==> src/rtl/uc_multicycle.sv <==
// Multicycle RV32I control unit: Moore FSM driving the shared-ALU datapath plus an instret counter.
// Define MC_ILLEGAL_TRAP_EN to trap unknown opcodes in a HALT state instead of skipping them.
module uc_multicycle #(
    parameter int CNT_W = 32
) (
    input  logic             clk,
    input  logic             reset,
    input  logic [6:0]       op,
    input  logic [2:0]       f3,
    input  logic             f7,
    input  logic             zero,
    output logic             pcWrite,
    output logic             adrSrc,
    output logic             memWrite,
    output logic             irWrite,
    output logic [1:0]       resSrc,
    output logic [1:0]       aluSrcA,
    output logic [1:0]       aluSrcB,
    output logic [2:0]       ALUControl,
    output logic [1:0]       inmSrc,
    output logic             regWrite,
    output logic [CNT_W-1:0] instret,
    output logic             illegal
);

    localparam logic [6:0] OP_LW  = 7'b0000011;
    localparam logic [6:0] OP_SW  = 7'b0100011;
    localparam logic [6:0] OP_R   = 7'b0110011;
    localparam logic [6:0] OP_I   = 7'b0010011;
    localparam logic [6:0] OP_BEQ = 7'b1100011;
    localparam logic [6:0] OP_JAL = 7'b1101111;

    typedef enum logic [3:0] {
        S_FETCH,
        S_DECODE,
        S_MEMADR,
        S_MEMRD,
        S_MEMWB,
        S_MEMWR,
        S_EXECR,
        S_EXECI,
        S_ALUWB,
        S_BEQ,
        S_JAL
`ifdef MC_ILLEGAL_TRAP_EN
        ,
        S_HALT
`endif
    } state_t;

    state_t           state_q, state_d;
    logic [CNT_W-1:0] instret_q, instret_d;
    logic [1:0]       alu_op;
    logic             retire;

    always_ff @(posedge clk) begin
        if (reset) begin
            state_q   <= S_FETCH;
            instret_q <= '0;
        end else begin
            state_q   <= state_d;
            instret_q <= instret_d;
        end
    end

    always_comb begin
        state_d = S_FETCH;
        case (state_q)
            S_FETCH:  state_d = S_DECODE;
            S_DECODE: begin
                case (op)
                    OP_LW, OP_SW: state_d = S_MEMADR;
                    OP_R:         state_d = S_EXECR;
                    OP_I:         state_d = S_EXECI;
                    OP_BEQ:       state_d = S_BEQ;
                    OP_JAL:       state_d = S_JAL;
`ifdef MC_ILLEGAL_TRAP_EN
                    default:      state_d = S_HALT;
`else
                    default:      state_d = S_FETCH;
`endif
                endcase
            end
            S_MEMADR: state_d = (op == OP_LW) ? S_MEMRD : S_MEMWR;
            S_MEMRD:  state_d = S_MEMWB;
            S_EXECR,
            S_EXECI,
            S_JAL:    state_d = S_ALUWB;
`ifdef MC_ILLEGAL_TRAP_EN
            S_HALT:   state_d = S_HALT;
`endif
            default:  state_d = S_FETCH;
        endcase
    end

    // Only the final state of a real instruction retires it; skipped or trapped opcodes never count.
    always_comb begin
        retire = ((state_q == S_MEMWB) || (state_q == S_MEMWR) ||
                  (state_q == S_ALUWB) || (state_q == S_BEQ)) && (state_d == S_FETCH);
        instret_d = retire ? instret_q + CNT_W'(1) : instret_q;
    end

    always_comb begin
        pcWrite  = 1'b0;
        adrSrc   = 1'b0;
        memWrite = 1'b0;
        irWrite  = 1'b0;
        resSrc   = 2'b00;
        aluSrcA  = 2'b00;
        aluSrcB  = 2'b00;
        alu_op   = 2'b00;
        regWrite = 1'b0;
        illegal  = 1'b0;
        case (state_q)
            S_FETCH: begin
                irWrite = 1'b1;
                pcWrite = 1'b1;
                aluSrcB = 2'b10;
                resSrc  = 2'b10;
            end
            S_DECODE: begin
                aluSrcA = 2'b01;
                aluSrcB = 2'b01;
            end
            S_MEMADR: begin
                aluSrcA = 2'b10;
                aluSrcB = 2'b01;
            end
            S_MEMRD:  adrSrc = 1'b1;
            S_MEMWB: begin
                resSrc   = 2'b01;
                regWrite = 1'b1;
            end
            S_MEMWR: begin
                adrSrc   = 1'b1;
                memWrite = 1'b1;
            end
            S_EXECR: begin
                aluSrcA = 2'b10;
                alu_op  = 2'b10;
            end
            S_EXECI: begin
                aluSrcA = 2'b10;
                aluSrcB = 2'b01;
                alu_op  = 2'b10;
            end
            S_ALUWB:  regWrite = 1'b1;
            S_BEQ: begin
                aluSrcA = 2'b10;
                alu_op  = 2'b01;
                pcWrite = zero;
            end
            S_JAL: begin
                aluSrcA = 2'b01;
                aluSrcB = 2'b10;
                pcWrite = 1'b1;
            end
`ifdef MC_ILLEGAL_TRAP_EN
            S_HALT:   illegal = 1'b1;
`endif
            default: ;
        endcase
    end

    // op[5] separates R-type sub from I-type addi, which has no sub form.
    always_comb begin
        ALUControl = 3'b000;
        case (alu_op)
            2'b01: ALUControl = 3'b001;
            2'b10: begin
                case (f3)
                    3'b000:  ALUControl = (op[5] & f7) ? 3'b001 : 3'b000;
                    3'b010:  ALUControl = 3'b101;
                    3'b110:  ALUControl = 3'b011;
                    3'b111:  ALUControl = 3'b010;
                    default: ALUControl = 3'b000;
                endcase
            end
            default: ALUControl = 3'b000;
        endcase
    end

    always_comb begin
        case (op)
            OP_SW:   inmSrc = 2'b01;
            OP_BEQ:  inmSrc = 2'b10;
            OP_JAL:  inmSrc = 2'b11;
            default: inmSrc = 2'b00;
        endcase
    end

    assign instret = instret_q;

endmodule

==> config.mk <==
export PLATFORM = sky130hd
export DESIGN_NAME = uc_multicycle
export DESIGN_NICKNAME = d
export VERILOG_FILES = /design/src/rtl/uc_multicycle.sv
export SDC_FILE = /design/constraint.sdc
export NUM_CORES = 1
export LEC_CHECK = 0
export CAP_MARGIN = 5
export CORE_UTILIZATION = 35
export CTS_BUF_LIST = sky130_fd_sc_hd__clkbuf_8
export CTS_CLUSTER_SIZE = 25
export DETAILED_ROUTE_END_ITERATION = 7
export HOLD_SLACK_MARGIN = 0.02
export PLACE_DENSITY_LB_ADDON = 0.12
export SYNTH_ARGS = -nofsm -noshare
export SYNTH_HDL_FRONTEND = slang
export SYNTH_SLANG_ARGS = --single-unit
export TNS_END_PERCENT = 30
==> constraint.sdc <==
create_clock -name clk -period 2.8 [get_ports clk]
set_input_delay 0.56 -clock clk [delete_from_list [all_inputs] [get_ports clk]]
set_output_delay 0.56 -clock clk [all_outputs]
set_load 0.05 [all_outputs]
==> results of run 1 <==
-- routing by layer --
metal	global-route usage	routed length, um	vias to the layer above
li1	-	-	1058
met1	0.221	2360	946
met2	0.269	2310	59
met3	0.0411	220	4
met4	0.0491	40	0
met5	0	0	-
-- synthesized netlist by cell type, types with 2 or more instances --
library cell	number
nand2b_1	4
buf_4	3
and3b_1	2
or3_1	4
xnor2_1	2
nand4_1	9
nor4_1	13
buf_2	5
clkbuf_1	9
and4_1	4
nor2b_1	13
inv_1	7
ha_1	3
xor2_1	11
o21ai_0	6
buf_1	2
dfxtp_1	36
o31ai_1	8
a21oi_1	18
nand2_1	19
nand3_1	10
or4_1	8
nor2_1	33
nor3_1	4
mux2_2	10
and3_1	5
-- power by group --
group | internal [mW] | switching [mW] | leakage [nW]
Clock | 0.173 | 0.190 | 0.0479
Combinational | 0.0419 | 0.0650 | 0.741
Sequential | 0.513 | 0.00245 | 0.291
Total | 0.728 | 0.257 | 1.08
-- registers in the layout, summed over array words and instances, names as in the netlist --
signal and cells:
instret 32, state_q 4
-- worst max-delay path: stages, from the launching register on --
cell and delay [ns]:
dfxtp_1 0.62, nand2b_1 0.18, nor3_1 0.18, clkdlybuf4s50_1 0.83
-- metrics by stage --
stage | setup TNS [ns] | std cells
after floorplan | -0.865 | 265
after CTS | 0 | 391
after global placement | 0 | 383
after global routing | 0 | 391
final | 0 | 391
after detailed placement | 0 | 383
-- cells by family after synthesis --
family | Yosys count | synth area share
buf+inv | 26 | 0.0548
flops | 36 | 0.343
simple gates | 137 | 0.360
mux | 10 | 0.0536
compound gates | 39 | 0.115
fa+ha+maj | 3 | 0.0179
other cells | 1 | 0.00178
xor+xnor | 13 | 0.0542
-- layout make-up --
type / count / area (um^2) / area share
Multi-Input combinational cell: 203 / 1270 / 0.443
Sequential cell: 36 / 723 / 0.252
Timing Repair Buffer: 65 / 673 / 0.234
Tap cell: 72 / 90.1 / 0.0314
Clock buffer: 5 / 68.8 / 0.0240
Inverter: 7 / 26.3 / 0.00915
Clock inverter: 3 / 18.8 / 0.00653
-- worst paths after layout --
check | from | to | slack [ns]
setup reg to reg | state_q[2] | instret[20] | 0.55
hold reg to reg | instret[19] | instret[19] | 0.50
hold / removal | instret[19] | instret[19] | 0.50
setup / recovery | state_q[2] | resSrc[0] | 0.13
==> impl_results.md, run 1 <==
- Status: completed
- Final hold violations: 0
- Area grow syn2layout: 36.7%
- Diodes inserted: 0
- Post-synth top area share: 0.343
- Fillers: 520
- Hold buffer count at cts: 0
- Highest-count cells in the layout ignoring fill and taps: clkdlybuf4s50_1 (50), dfxtp_1 (34), nor2_1 (33)
- Most used DFF post-synth: dfxtp_1
- Die W: about 79 um
- Pin count of the biggest net entering global routing: 25
- PwrDens: 343 nW/um^2
- Arrival time worst endpoint: approximately 2.1 ns
- CTS buffer count: 5
- Post-synth EDFFs: 0
- Critical path launch point type: register
- TritonCTS clock tree: built
- CP Max Fanout: 14
- Final GP Congestion: about 0.75
- Share of synthesized registers carrying an async set or reset: 0
- Resized cells post-CTS: 0
- Row count: 27
- # IOs: 63
- Vias/cell: 5.29
- Hold Path Class: register to register
- Hold Path Stages: 2
- Synth Cell Area: 2100 um^2
- Leak pwr: between 1 and 1.5 nW
- DRT Pass-1 Iters: 6
- Setup-failing EPs final: 0
- Number of synthesized register bits: 36
- MaxCap Viol Count: 0
- Final WS setup: between 0.1 and 0.15 ns
- CTS sink count: 36
- WP data required: 2.24 ns
- Vias in the first global route: around 1900
- Cell area after layout: ~2900 um^2
- Routed Antenna Nets: 0
- Initial drt markers: 60
- Synth warnings: 0
- Syn Inst Count: approximately 270
- Critical path capture point type: primary output
- Syn nets: ~280
- Slew HR: 0.472
- Most common cell after layout, fill and taps aside: clkdlybuf4s50_1
- Clk_skew: ~0.010 ns
- R2r worst-path depth: 5
- Util after Layout: 0.509
- Largest cells by area after synthesis: dfxtp_1 (34%), nor2_1 (5.9%), mux2_2 (5.4%)
- WL final: around 5 mm
- Tmin final: 2.67 ns
- Drt wl/cell: 12.6 um
- Floorplan core area: approximately 5600 um^2
- Post-CTS setup buffers: 0
- Max IR drop VDD: around 0.16 mV
- Unrepaired setup endpoints after global routing: no
- Die H: 79.5 um
- CP Class: register to primary output
- Via count: between 2000 and 2500
- Post-Syn Area per Cell: ~8 um^2
- Area of the die: 6320 um^2
- Hold_ws: ~0.5 ns
- Slew @ Worst Pin: around 0.8 ns
- Total power: about 1000 uW
- Port bufs: between 60 and 70
- HPWL Detailed: about 3.5 mm
- Sequential fraction of the synthesis area: 0.343
- Initial Util: 0.373
- Layout cell share with drive strength beyond 1: 0.122
- Pins over their slew limit: 0
- Clk slew on worst S/H paths: approximately 0.07 ns
- Global-route wire length before repair: between 8 and 9 mm
- H-tree Lvls: 2
- Worst skew pair latency: roughly 0.29 ns
- Setup WS pre-CTS: approximately 0.33 ns
- Initial antenna violation count: 0
- Yosys cell types: 43
- DRC: 0
- Tcrit/Tclk final: 0.952
- Largest area contributor in the netlist: dfxtp_1
- Clk buf depth: 2
- Placed Area: approximately 2800 um^2
- Nets: between 300 and 400
- Remaining Overflow, GRT: 0
- CTS root buf: clkbuf_8
- Max Fclk: ~380 MHz
- GRT Total Usage: 0.168
No activity file was read; power rests on OpenSTA's default activity.
==> run 2: changes to the inputs <==
PLACE_DENSITY_LB_ADDON = default   (was 0.12)
==> run 2 against run 1 <==
Compared with the run above:
- design area grew 0.13%
- routed wire length shrank 2.2%
- clock skew shrank 0.0035 ns
- die area is the same
- combinational power is essentially flat
==> impl_results.md, run 2 (synthesis results as in run 1) <==
- Status: completed
- Number of flip-flops in the largest register: 32 (unchanged)
- Max IR drop VDD: 0.156 mV (-4.7%)
- Pins over their slew limit: 0 (unchanged)
- Remaining Overflow, GRT: 0 (unchanged)
- Int Power: 720 uW (-1.1%)
- Row count: 27 (unchanged)
- Clk slew on worst S/H paths: 0.07 ns (about the same)
- CTS sink count: 36 (unchanged)
- Hold_ws: 0.500 ns (+0.00318 ns)
- MaxCap Viol Count: 0 (unchanged)
- Hold buffer count at cts: 0 (unchanged)
- Diodes inserted: 0 (unchanged)
- H-tree Lvls: 2 (unchanged)
- WL final: 4.82 mm (-2.2%)
- DRT Pass-1 Iters: 4 (-2)
- GRT Total Usage: 0.162 (-0.00583)
- Floorplan core area: 5640 um^2 (unchanged)
- Initial drt markers: 103 (+72%)
- CTS root buf: clkbuf_8
- TritonCTS clock tree: built
- Initial Util: 0.373 (unchanged)
- Worst skew pair latency: 0.28 ns (about the same)
- Drt wl/cell: 12.3 um (-1.9%)
- Slew HR: 0.601 (+0.129)
- Nets: 335 (unchanged)
- Most common cell after layout, fill and taps aside: clkdlybuf4s50_1
- Clk_skew: 0.00687 ns (-0.00345 ns)
- Global-route wire length before repair: 8.19 mm (-4.0%)
- Tmin final: 2.63 ns (-0.0328 ns)
- Gate power share: 0.111 (+0.003)
- Port bufs: 61 (unchanged)
- Routed Antenna Nets: 0 (unchanged)
- CP Max Fanout: 14 (unchanged)
- Area grow syn2layout: 36.8%
- Clk buf depth: 2 (unchanged)
- CTS buffer count: 5 (unchanged)
- Critical path capture point type: primary output
- Pin count of the biggest net entering global routing: 47 (+88%)
- Sw frac: 0.249 (-0.0121)
- Highest-count cells in the layout ignoring fill and taps: clkdlybuf4s50_1 (51), dfxtp_1 (35), nor2_1 (33)
- Leak pwr: 1.07 nW (-0.68%)
- Tcrit/Tclk final: 0.940 (-0.0117)
- Critical path launch point type: register
- Unrepaired setup endpoints after global routing: no
- Vias/cell: 5.18 (-2.0%)
- Die H: 79.5 um (unchanged)
- Clk pwr share: 0.351 (-0.017)
- Initial antenna violation count: 0 (unchanged)
- HPWL Detailed: 3.53 mm (+1.3%)
- DRC: 0 (unchanged)
- Max Fclk: 380 MHz (+1.2%)
- Slew @ Worst Pin: 0.597 ns (-0.193 ns)
- Area of the die: 6320 um^2 (unchanged)
- Layout cell share with drive strength beyond 1: 0.110 (-0.0122)
- Hold Path Class: register to register
- PwrDens: 333 nW/um^2 (-2.9%)
- Arrival time worst endpoint: 2.07 ns (-0.04 ns)
- CP Class: register to primary output
- WP data required: 2.24 ns (about the same)
- Die W: 79.5 um (unchanged)
- Final hold violations: 0 (unchanged)
- # IOs: 63 (unchanged)
- Vias in the first global route: 1770 (-6.7%)
- Via count: 2021 (-2.2%)
- Setup TNS: 0 ns (unchanged)
- Switching pwr: 239 uW (-7.3%)
- Setup-failing EPs final: 0 (unchanged)
- Sequential cell fraction of total power: 0.538 (+0.015)
- Final GP Congestion: 0.772 (+2.9%)
## run 2: cell types whose count changed in the layout (fill, tap and decap cells not counted), sizes merged
| cell | previous run | this run |
|---|---|---|
| buf | 13 | 12 |
| clkdlybuf4s50 | 50 | 51 |
| clkinv | 3 | 1 |
| inv | 7 | 8 |
## run 2: critical path: stages, from the launching register on
cell and delay, ns:
dfxtp_1 0.61, nand2b_1 0.17, nor3_1 0.18, clkdlybuf4s50_1 0.83
## run 2: power by group through the flow
stage / clock [mW] / sequential, mW / combinational [mW]
finish: 0.337 / 0.515 / 0.107
global route: 0.370 / 0.515 / 0.114
CTS: 0.352 / 0.515 / 0.107
detailed placement: 0 / 0.527 / 0.106
global placement: 0 / 0.527 / 0.106
floorplan: 0 / 0.526 / 0.0659
## run 2: final timing paths
| check | startpoint | to | slack, ns | cells past startpoint |
|---|---|---|---|---|
| max | state_q[2] | resSrc[0] | 0.17 | 3 |
| min | instret[19] | instret[19] | 0.50 | 2 |
| max reg2reg | state_q[2] | instret[20] | 0.55 | 4 |
| min reg2reg | instret[19] | instret[19] | 0.50 | 2 |
## run 2: what timing repair did
item | in CTS | in global routing
resized for setup | 0 | 3
setup buffers | 0 | 0
endpoints found under the setup margin | 0 | 3
endpoints found under the hold margin | 0 | 0
## run 2: final cells by class
class                   instances  area, um^2
fillers                       542        2770
multi-input cells             203        1270
flip-flops and latches         36         722
repair buffers                 65         688
well taps                      72        90.1
clock buffers                   5        68.8
inverters                       7        26.3
clock inverters                 2        8.76
## run 2: per-layer routing
metal / vias to the layer above / part of all wire / global-route usage
met2: 35 / 0.46 / 0.254
met1: 925 / 0.51 / 0.220
met3: 4 / 0.029 / 0.0343
li1: 1057 / - / -
met5: - / 0 / 0
met4: 0 / 0.0064 / 0.0491
## run 2: metrics by stage
stage,setup slack (ns),total power [mW],instances,instance area (um^2),util
floorplan,-0.497,0.592,265,2110,-
global placement,0.335,0.633,383,2790,0.495
detailed placement,0.322,0.633,383,2790,0.495
CTS,0.00108,0.974,390,2870,0.509
global route,0.0600,0.999,390,2880,0.510
finish,0.167,0.958,390,2880,0.510
==> run 3: changes to the inputs <==
CORE_MARGIN = 8   (was default)
SETUP_SLACK_MARGIN = 0.2   (was default)
clock period = 3.06 ns   (was 2.8 ns; I/O delays follow)
==> run 3 against run 2 <==
Compared with the run above:
- die area increased by 38%
- clock power decreased by 11%
- sequential power decreased by 8.5%
- combinational power decreased by 6%
- design area decreased by 0.87%
- count of clock-buffer cells in the layout unchanged
- via count increased by 2.4%
- non-clock buffer count increased by 2
- first-iteration DRC count increased by 8.7%
- worst hold slack improved by 0.011 ns
- critical path type unchanged
==> impl_results.md, run 3 (synthesis results as in run 1) <==
- Initial antenna violation count: 0 (unchanged)
- WL final: 5.35 mm (+11%)
- # IOs: 63 (unchanged)
- CTS sink count: 36 (unchanged)
- Global-route wire length before repair: 8.88 mm (+8.4%)
- CP max stage delay: 0.82 ns (about the same)
- Critical path capture point type: primary output
- CP Class: register to primary output
- Routed Antenna Nets: 0 (unchanged)
- Area grow syn2layout: 35.7%
- MaxCap Viol Count: 0 (unchanged)
- Arrival time worst endpoint: 2.24 ns (+0.17 ns)
- Clk slew on worst S/H paths: 0.06 ns (about the same)
- H-tree Lvls: 2 (unchanged)
- Remaining Overflow, GRT: 0 (unchanged)
- Post-CTS setup buffers: 0 (unchanged)
- Final GP Congestion: 0.728 (-5.8%)
- Die W: 93.5 um (+18%)
- Highest-count cells in the layout ignoring fill and taps: clkdlybuf4s50_1 (54), dfxtp_1 (36), nor2_1 (33)
- Most common cell after layout, fill and taps aside: clkdlybuf4s50_1
- Initial drt markers: 112 (+8.7%)
- RR Startpoint: state_q[2]
- Slew HR: 0.472 (-0.129)
- Max Fclk: around 350 MHz
- CTS buffer count: 5 (unchanged)
- Nets: 337 (+0.60%)
- Final hold violations: 0 (unchanged)
- GRT Total Usage: 0.123 (-0.0387)
- Hold_ws: 0.510 ns (+0.0105 ns)
- Worst skew pair latency: 0.28 ns (about the same)
- Port bufs: 61 (unchanged)
- Leak pwr: 1.04 nW (-3.1%)
- Vias in the first global route: 1862 (+5.2%)
- Hold Path Stages: 2 (unchanged)
- Util after Layout: 0.487 (-0.0225)
- Clk buf depth: 2 (unchanged)
- Setup-failing EPs final: 0 (unchanged)
- Drt wl/cell: 13.6 um (+10%)
- Vias/cell: 5.26 (+1.6%)
- Hold Path Class: register to register
- TritonCTS clock tree: built
- Critical path launch point type: register
- Max IR drop VDD: 0.155 mV (-1.0%)
- Crit path max-delay family: buffers and inverters
- Pin count of the biggest net entering global routing: 25 (-47%)
- DRT Pass-1 Iters: 4 (unchanged)
- Tmin final: about 2.8 ns
- Pins over their slew limit: 0 (unchanged)
- Diodes inserted: 0 (unchanged)
- WP data required: 2.45 ns (+0.21 ns)
- Layout cell share with drive strength beyond 1: 0.101 (-0.00943)
- PwrDens: 306 nW/um^2 (-8.2%)
- CTS root buf: clkbuf_8
- Hold Startpoint: instret[19]
- Die H: 93.5 um (+18%)
- R2R setup slack: 0.66 ns (+0.11 ns)
- CP max-delay cell: clkdlybuf4s50_1
- Area of the die: 8740 um^2 (+38%)
- Tcrit/Tclk final: 0.931
- CP Max Fanout: 11 (-3)
- Clk_skew: 0.00268 ns (-0.00419 ns)
- Floorplan core area: 5850 um^2 (+3.7%)
- Status: completed
- Worst hold path endpoint: instret[19]
- Row count: 28 (+3.7%)
- Crit path buf inv count: 2 (+1)
- R2r worst-path depth: 4 (unchanged)
- Via count: 2069 (+2.4%)
- Slew @ Worst Pin: 0.789 ns (+0.192 ns)
- CP cell instances: inv_1 > or3_1 > a21oi_1 > clkdlybuf4s50_1
- Layout Cells excl Fill: 393 (+0.77%)
- Number of flip-flops in the largest register: 32 (unchanged)
- Initial Util: 0.359 (-0.0133)
- DRC: 0 (unchanged)
- Placed insts: 388 (+1.3%)
- Unrepaired setup endpoints after global routing: yes
- Worst r2r dst: instret[27]
- HPWL Detailed: 4.04 mm (+14%)
==> run 3: through the flow <==
stage	setup WS [ns]	setup TNS, ns	area, um^2	power, mW
detailed placement	0.465	0	2780	0.584
CTS	0.210	0	2850	0.888
floorplan	-0.289	-0.386	2110	0.542
global route	0.107	0	2850	0.911
finish	0.211	0	2850	0.872
global placement	0.484	0	2780	0.583
==> run 3: tightest hold or removal path: stages, from the launching register on <==
cell     delay (ns)
dfxtp_1        0.34
o31ai_1        0.07
a21oi_1        0.06
==> run 3: cell type report <==
cell class | count | area [um^2]
fill | 578 | 3000
multi-input combinational | 203 | 1270
sequential | 36 | 721
timing repair buffer | 67 | 669
tap | 75 | 93.8
clock buffer | 5 | 68.8
inverter | 7 | 26.3
==> run 3: how the worst max path moves through the flow <==
stage,slack (ns),endpoint,cells past startpoint,from
3_5_place_dp,0.46,inmSrc[1],5,op[3]
3_3_place_gp,0.48,inmSrc[1],5,op[3]
4_1_cts,0.21,aluSrcA[0],4,state_q[3]
5_1_grt,0.11,aluSrcA[0],4,state_q[3]
2_1_floorplan,-0.29,pcWrite,5,state_q[1]
6_report,0.21,aluSrcA[0],4,state_q[3]
==> run 3: where the power goes <==
group | internal, mW | total, mW | switching, mW | leakage [nW]
clock | 0.147 | 0.300 | 0.153 | 0.0359
combinational | 0.0400 | 0.101 | 0.0610 | 0.713
sequential | 0.470 | 0.471 | 0.00110 | 0.290
total | 0.656 | 0.872 | 0.216 | 1.04
==> run 3: timing repair <==
item	CTS	global route
setup endpoints to repair	1	5
hold buffers	0	0
endpoints found under the hold margin	0	0
resized for setup	1	1
==> run 3: per-layer routing <==
| layer | vias to the layer above | wire length, um | track usage |
|---|---|---|---|
| li1 | 1061 | - | - |
| met1 | 957 | 2530 | 0.155 |
| met2 | 44 | 2410 | 0.197 |
| met3 | 7 | 341 | 0.0345 |
| met4 | 0 | 65 | 0.0403 |
| met5 | - | 0 | 0 |
